`config.mk`:
```
export PLATFORM = sky130hd
export DESIGN_NAME = wb_regfile
export DESIGN_NICKNAME = d
export VERILOG_FILES = /design/src/rtl/wb_regfile.sv
export SDC_FILE = /design/constraint.sdc
export NUM_CORES = 1
export LEC_CHECK = 0
export CAP_MARGIN = 20
export CORE_MARGIN = 5
export CORE_UTILIZATION = 25
export DETAILED_ROUTE_END_ITERATION = 10
export GPL_TIMING_DRIVEN = 0
export SYNTH_ARGS = -nofsm -noshare
export SYNTH_HDL_FRONTEND = slang
export SYNTH_SLANG_ARGS = --single-unit
```
`constraint.sdc`:
```
create_clock -name clock -period 3.4 [get_ports clock]
set_clock_uncertainty 0.05 [all_clocks]
set_input_delay 0.68 -clock clock [delete_from_list [all_inputs] [get_ports clock]]
set_output_delay 0.68 -clock clock [all_outputs]
set_load 0.005 [all_outputs]
```
`src/rtl/wb_regfile.sv`:
```
// Write-back stage: commits MEM/WB results to a 32 x 8-bit register file and
// maintains the return-address stack, with write-through bypass on both read ports.
module wb_regfile #(
  parameter int         NUM_REGS  = 32,
  parameter int         RAS_DEPTH = 8,
  parameter logic [5:0] OPC_CALL  = 6'h30,
  parameter logic [5:0] OPC_RET   = 6'h31
) (
  input  logic        clock,
  input  logic        nreset,
  input  logic [7:0]  data_top_in,
  input  logic [7:0]  data_bot_in,
  input  logic [31:0] instruction_in,
  input  logic [1:0]  reg_file_wen_in,
  input  logic [13:0] ret_addr_in,
  input  logic [4:0]  rd_addr_a,
  input  logic [4:0]  rd_addr_b,
  output logic [7:0]  rd_data_a,
  output logic [7:0]  rd_data_b,
  output logic [13:0] ras_top,
  output logic        ras_empty,
  output logic        ras_full,
  output logic        ras_overflow,
  output logic        ras_underflow
);

  localparam int AW = 5;
  localparam int SW = $clog2(RAS_DEPTH);
  localparam logic [SW:0] DEPTH_CNT = (SW+1)'(RAS_DEPTH);

  logic [7:0]    regs    [NUM_REGS];
  logic [13:0]   ras_mem [RAS_DEPTH];
  logic [SW:0]   ras_count;
  logic [SW-1:0] top_idx;

  logic [5:0]    opcode;
  logic [AW-1:0] rd_top;
  logic [AW-1:0] rd_bot;
  logic          wr_top;
  logic          wr_bot;
  logic          is_call;
  logic          is_ret;
  logic          unused_instr_bits;

  assign opcode            = instruction_in[31:26];
  assign rd_top            = instruction_in[20:16];
  assign rd_bot            = rd_top + AW'(1);
  assign unused_instr_bits = ^{instruction_in[25:21], instruction_in[15:0]};

  // Writes aimed at register 0 are dropped here, so bypass and storage agree.
  assign wr_top  = reg_file_wen_in[1] && (rd_top != '0);
  assign wr_bot  = reg_file_wen_in[0] && (rd_bot != '0);
  assign is_call = (opcode == OPC_CALL);
  assign is_ret  = (opcode == OPC_RET);

  always_ff @(posedge clock or negedge nreset) begin
    if (!nreset) begin
      for (int i = 0; i < NUM_REGS; i++) regs[i] <= '0;
    end else begin
      if (wr_top) regs[rd_top] <= data_top_in;
      if (wr_bot) regs[rd_bot] <= data_bot_in;
    end
  end

  always_comb begin
    rd_data_a = regs[rd_addr_a];
    if (rd_addr_a == '0)                           rd_data_a = '0;
    else if (wr_top && (rd_addr_a == rd_top))      rd_data_a = data_top_in;
    else if (wr_bot && (rd_addr_a == rd_bot))      rd_data_a = data_bot_in;
  end

  always_comb begin
    rd_data_b = regs[rd_addr_b];
    if (rd_addr_b == '0)                           rd_data_b = '0;
    else if (wr_top && (rd_addr_b == rd_top))      rd_data_b = data_top_in;
    else if (wr_bot && (rd_addr_b == rd_bot))      rd_data_b = data_bot_in;
  end

  assign ras_empty = (ras_count == '0);
  assign ras_full  = (ras_count == DEPTH_CNT);

  // A full stack has count[SW-1:0] == 0, so the wrapped decrement still lands on the last slot.
  assign top_idx = ras_count[SW-1:0] - SW'(1);
  assign ras_top = ras_empty ? '0 : ras_mem[top_idx];

  always_ff @(posedge clock or negedge nreset) begin
    if (!nreset) begin
      for (int i = 0; i < RAS_DEPTH; i++) ras_mem[i] <= '0;
      ras_count     <= '0;
      ras_overflow  <= 1'b0;
      ras_underflow <= 1'b0;
    end else if (is_call) begin
      if (!ras_full) begin
        ras_mem[ras_count[SW-1:0]] <= ret_addr_in;
        ras_count                  <= ras_count + (SW+1)'(1);
      end else begin
        ras_overflow <= 1'b1;
      end
    end else if (is_ret) begin
      if (!ras_empty) ras_count     <= ras_count - (SW+1)'(1);
      else            ras_underflow <= 1'b1;
    end
  end

endmodule

```
Yosys cells after proc, flatten, opt, wreduce, memory -nomap -nowiden
Index checks and enable logic that the tools add are counted.
- register bits: 374
- bits of input ports: 76
- output and inout port bits: 34
- logic and storage cells: 123
- $add $sub $neg: 4
- magnitude comparators: 9
- eq/ne operators: 9
- mux-type cells: 31
- bitwise gates (word level): 8
- reductions and logical operators: 19
- operators with widths (cell ; number):
    bitwise mux 256 bit ; 2
    two-way mux 256 bit ; 2
    bitwise mux 112 bit ; 1
    two-way mux 8 bit ; 12
    binary-select mux 8 bit (select 5 bit) ; 2
    demux 8 bit (select 5 bit) ; 2
    two-way mux 14 bit ; 4
    binary-select mux 14 bit (select 3 bit) ; 1
    demux 14 bit (select 3 bit) ; 1
    >= comparator 6 bit, second input constant ; 4
    inverter 5 -> 6 bit ; 4
    == test 5 bit ; 4
    two-way mux 4 bit ; 4
    == test 6 bit, second input constant ; 2
    < comparator 6 x 1 -> 1 bit, second input constant ; 2
    logical NOT 5 bit ; 2
    nonzero test 5 bit ; 2
    logical AND 1 bit ; 9
    >= comparator 4 bit, second input constant ; 2
    inverter 3 -> 4 bit ; 2
    AND reduction 3 bit ; 2
    adder 5 x 1 -> 5 bit, second input constant ; 1
    adder 4 x 1 -> 4 bit, second input constant ; 1
    == test 4 bit, second input constant ; 1
    other kinds (9) ; 11

Logic depth before layout (Yosys ltp)
- depth in word-level cells: 9
- mapped depth: 11
- gate-level depth less buffers: 9

Worst setup path before layout
OpenSTA, ideal clock, no wires.
- path type: in2out
- start: input instruction_in[16]
- end: output rd_data_a[0]
- arrival time: 2534 ps
- data required time: 2670 ps
- slack: 136 ps
- cell stages on the path: 9
- path buffers: 2
- cell sequence: ha_1 buf_2 and2_1 a21oi_1 o21ai_1 buf_4 o41ai_4 nor2_1 a221o_1
- word-level cells in the longest chain between the ends: 7
- elaborated cells on any way between the ends: 12
- classes of those cells: add/sub: 1; eq/ne: 2; mux: 3; reduce/logical: 6
- ends and longest elaborated chain (item ; line ; text):
    start: declaration ; 13 ; input logic [31:0] instruction_in,
    adder 5 x 1 -> 5 bit ; 47 ; assign rd_bot = rd_top + AW'(1);
    nonzero test 5 bit ; 52 ; assign wr_bot = reg_file_wen_in[0] && (rd_bot != '0);
    logical AND 1 bit ; 52 ;
    logical AND 1 bit ; 69 ; else if (wr_bot && (rd_addr_a == rd_bot)) rd_data_a = data_bot_in;
    two-way mux 8 bit ; 69 ;
    two-way mux 8 bit * ; 68 ; else if (wr_top && (rd_addr_a == rd_top)) rd_data_a = data_top_in;
    two-way mux 8 bit * ; 67 ; if (rd_addr_a == '0) rd_data_a = '0;
    end: declaration ; 18 ; output logic [7:0] rd_data_a,
Every way passes the cells marked *; elsewhere a longest branch is shown, timed or not.

Worst setup path in the final report
- start: register regs[6] (netlist name)
- end: output rd_data_a[6]
- word-level cells in the longest chain between the ends: 6
- ends and longest elaborated chain (item ; line ; text):
    start: declaration ; 31 ; logic [7:0] regs [NUM_REGS];
    start signal: indexed assignment ; 60 ; if (wr_top) regs[rd_top] <= data_top_in;
    start signal: indexed assignment ; 61 ; if (wr_bot) regs[rd_bot] <= data_bot_in;
    binary-select mux 8 bit (select 5 bit) ; 66 ; rd_data_a = regs[rd_addr_a];
    two-way mux 8 bit (not written as such) (2 in a row) ; 66 ;
    two-way mux 8 bit ; 69 ;
    two-way mux 8 bit ; 68 ;
    two-way mux 8 bit ; 67 ;
Every way passes these cells. The select of a mux whose other input is x is not followed.

==> reports/results.ini <==
[layout]
regArea_sq_um=9360
drive_gt1_share_pct=25.5
multi_input_area_sq_um=12400
fin_cells=3289
syn_to_final_growth_pct=22.0
nets=2178
fillers=8978

[sta]
finalWorstSetupSlack_ps=-259
post-route-min-period_ps=3660
worst_slew_pin_slew_ps=1190
hold_slack_ps=-18.1
timing.fmax_ghz=0.273
rsz0062_at_grt=yes
hold_viol_final=2
fin_crit_sh_pct=108
setup_viol=16
final_max_slew_viol_count=0
slew_headroom_pct=20.8

[place]
place_congestion=0.985
dp_hpwl_um=57300
dp_cells=3139
io_buffers=66

[cts]
cts_inserted_buffers=42
clockBufferDepth=3
clk_latency_ps=570
numClockSinks=374
cts_root_buf=clkbuf_16
htreeDepth=2
cts_tree=built
clkTransAtPathRegs_ps=60

[floorplan]
core_area_sq_um=88800
die_area_sq_um=95800
num_io_pins=110
die_w_um=310
fp.dieH_um=310
placementRows=109
start_util_pct=25.3

[route]
first_iter_violations=2225
vias=17531
drc=0
avgRoutedWirePerCell_um=24.9
drt-total-wl_um=82000
drt.antenna.violating_nets=0
firstDrtPassIters=7
viasPerCell=5.33

[setup_path]
cpMostUsedCell=mux4_2
path_buf_inv=1
critical_path.top_delay_family=multiplexers
rrSetupSlack_ps=630
cp_slowest_cell=mux4_2
critPathMaxFanout=3
crit_type=reg -> out
worst-r2r-cell-count=8
crit_required_ps=2670
cp.arrival_ps=2930
worstSetupEndpointType=primary output
regToRegEndpoint=ras_mem[92]$_DFFE_PN0P_
slowest_delay_ps=570
r2r_start=ras_count[0]$_DFFE_PN0P_
worstSetupStartpointType=flop
cp_cell_sequence=mux4_2, mux4_2, mux2i_1, nor2_1, a221o_1, buf_2

[synthesis]
ys_warn_count=0
async_flop_share_pct=100
synth_edf_count=0
syn_area_per_cell_sq_um=11.8
synthesis.instances=1905
yosys-top-cells-count=374 x dfrtp_1, 295 x nor2_1, 265 x a21oi_1, 265 x mux2i_1, 167 x mux4_2
synth_area_leaders=dfrtp_1 42%, mux4_2 17%, mux2i_1 12%, a21oi_1 5.9%, nor2_1 4.9%
netlist_area_sq_um=22400
synth-seq-cells=374
ys_seq_area_share_pct=41.7
yosysTopAreaCellShare_pct=41.7
synthFlopType=dfrtp_1
yosysTopAreaCell=dfrtp_1
synth_fp_nets=1992
synth.distinct_cells=63
synth.most_common_cell=dfrtp_1

[global_routing]
antenna_found_initial=6
grt_usage_pct=16.8
grt_pass1_wl_um=121000
gr-total-overflow=0
grt_pass1_vias=17472
grt_max_degree=122

[power_and_ir_drop]
power_mw=17.1
vdd_drop_max_v=0.000377
power_leakage_nw=11.3
pwr_density_cell_nw_per_um2=623

[hold_path]
min_path_type=in -> async

[run_status]
violations=hold timing, setup timing
status=finished, violations left

[job]
max-cap-violations=0

repair_timing:
action                     4_1_cts  5_1_grt
resized for setup              284       48
pin swaps                       21       18
buffers inserted                61       11
hold buffers                     0        0
gates cloned                     3        0
setup endpoints to repair      136       35
report_power, final:
| group | internal (mW) | switching [mW] |
|---|---|---|
| clock | 2.75 | 1.99 |
| sequential | 5.63 | 0.958 |
| combinational | 2.98 | 2.76 |
per-layer routing:
| metal | global-route usage [%] | vias up | part of all wire (%) |
|---|---|---|---|
| met5 | 0 | - | 0.018 |
| met4 | 8.13 | 4 | 5.6 |
| met3 | 5.43 | 257 | 12 |
| met2 | 24.6 | 1033 | 43 |
| met1 | 22.5 | 8865 | 40 |
| li1 | - | 7372 | - |
metrics by stage:
stage / worst slack, ps / hold WS (ps) / utilization (%) / cell area (sq um) / setup TNS, ps
after global placement: -16140 / 402 / 27.7 / 24600 / -6168420
after global routing: -259 / 35.4 / 30.8 / 27400 / -2740
after detailed placement: -2080 / 411 / 27.8 / 24600 / -168810
after CTS: -196 / 17.3 / 30.6 / 27200 / -1940
after floorplan: 136 / 334 / - / 22400 / 0
final: -259 / -18.1 / 30.8 / 27400 / -2460
final cells by class:
class                           instances  area share (%)
Multi-Input combinational cell       1330            45.2
Inverter                               12           0.183
Antenna cell                            3          0.0274
Sequential cell                       374            34.2
Clock buffer                           61            4.51
Clock inverter                         13           0.562
Buffer                                185            4.83
Tap cell                             1165            5.33
Timing Repair Buffer                  146            5.17
logic make-up after synthesis:
group	Yosys count	share of synthesized area (%)
AOI/OAI and AO/OA	302	7.28
xor gates and xnor gates	31	1.36
adders and majority gates	11	0.647
buffers and inverters	201	4.42
DFF	374	41.7
muxes	565	36.5
and+or+nand+nor	421	8.04
sequential cells by signal, indices dropped and copies added, names as in the netlist:
register,count
ras_count,4
regs,256
ras_underflow,1
ras_overflow,1
ras_mem,112
cells in the final DEF, fill, tap and decap left out, types with 9 or more instances in the layout:
cell type / n
dfrtp_1: 372
xor2_1: 13
nand2_1: 47
a21oi_1: 258
nand3_1: 25
buf_1: 26
clkbuf_8: 15
clkdlybuf4s50_1: 35
inv_1: 9
xnor2_1: 9
a221o_1: 10
nor2_1: 291
clkbuf_1: 91
clkbuf_16: 46
mux4_2: 178
buf_6: 24
buf_4: 66
mux2_1: 65
mux2_2: 49
buf_12: 19
buf_2: 39
or3_1: 13
mux2i_1: 257
worst max path at each step:
stage | end | from | depth (start not counted) | slack, ps
6_report | rd_data_a[6] | regs[6]$_DFF_PN0_ | 6 | -260
5_1_grt | rd_data_a[7] | regs[7]$_DFF_PN0_ | 6 | -260
3_5_place_dp | rd_data_b[7] | rd_addr_b[1] | 8 | -2080
3_3_place_gp | ras_mem[15]$_DFFE_PN0P_ | nreset | 1 | -16140
4_1_cts | rd_data_a[7] | regs[7]$_DFF_PN0_ | 6 | -200
2_1_floorplan | rd_data_a[0] | instruction_in[16] | 9 | 140
(Power assumes the default switching activity.)
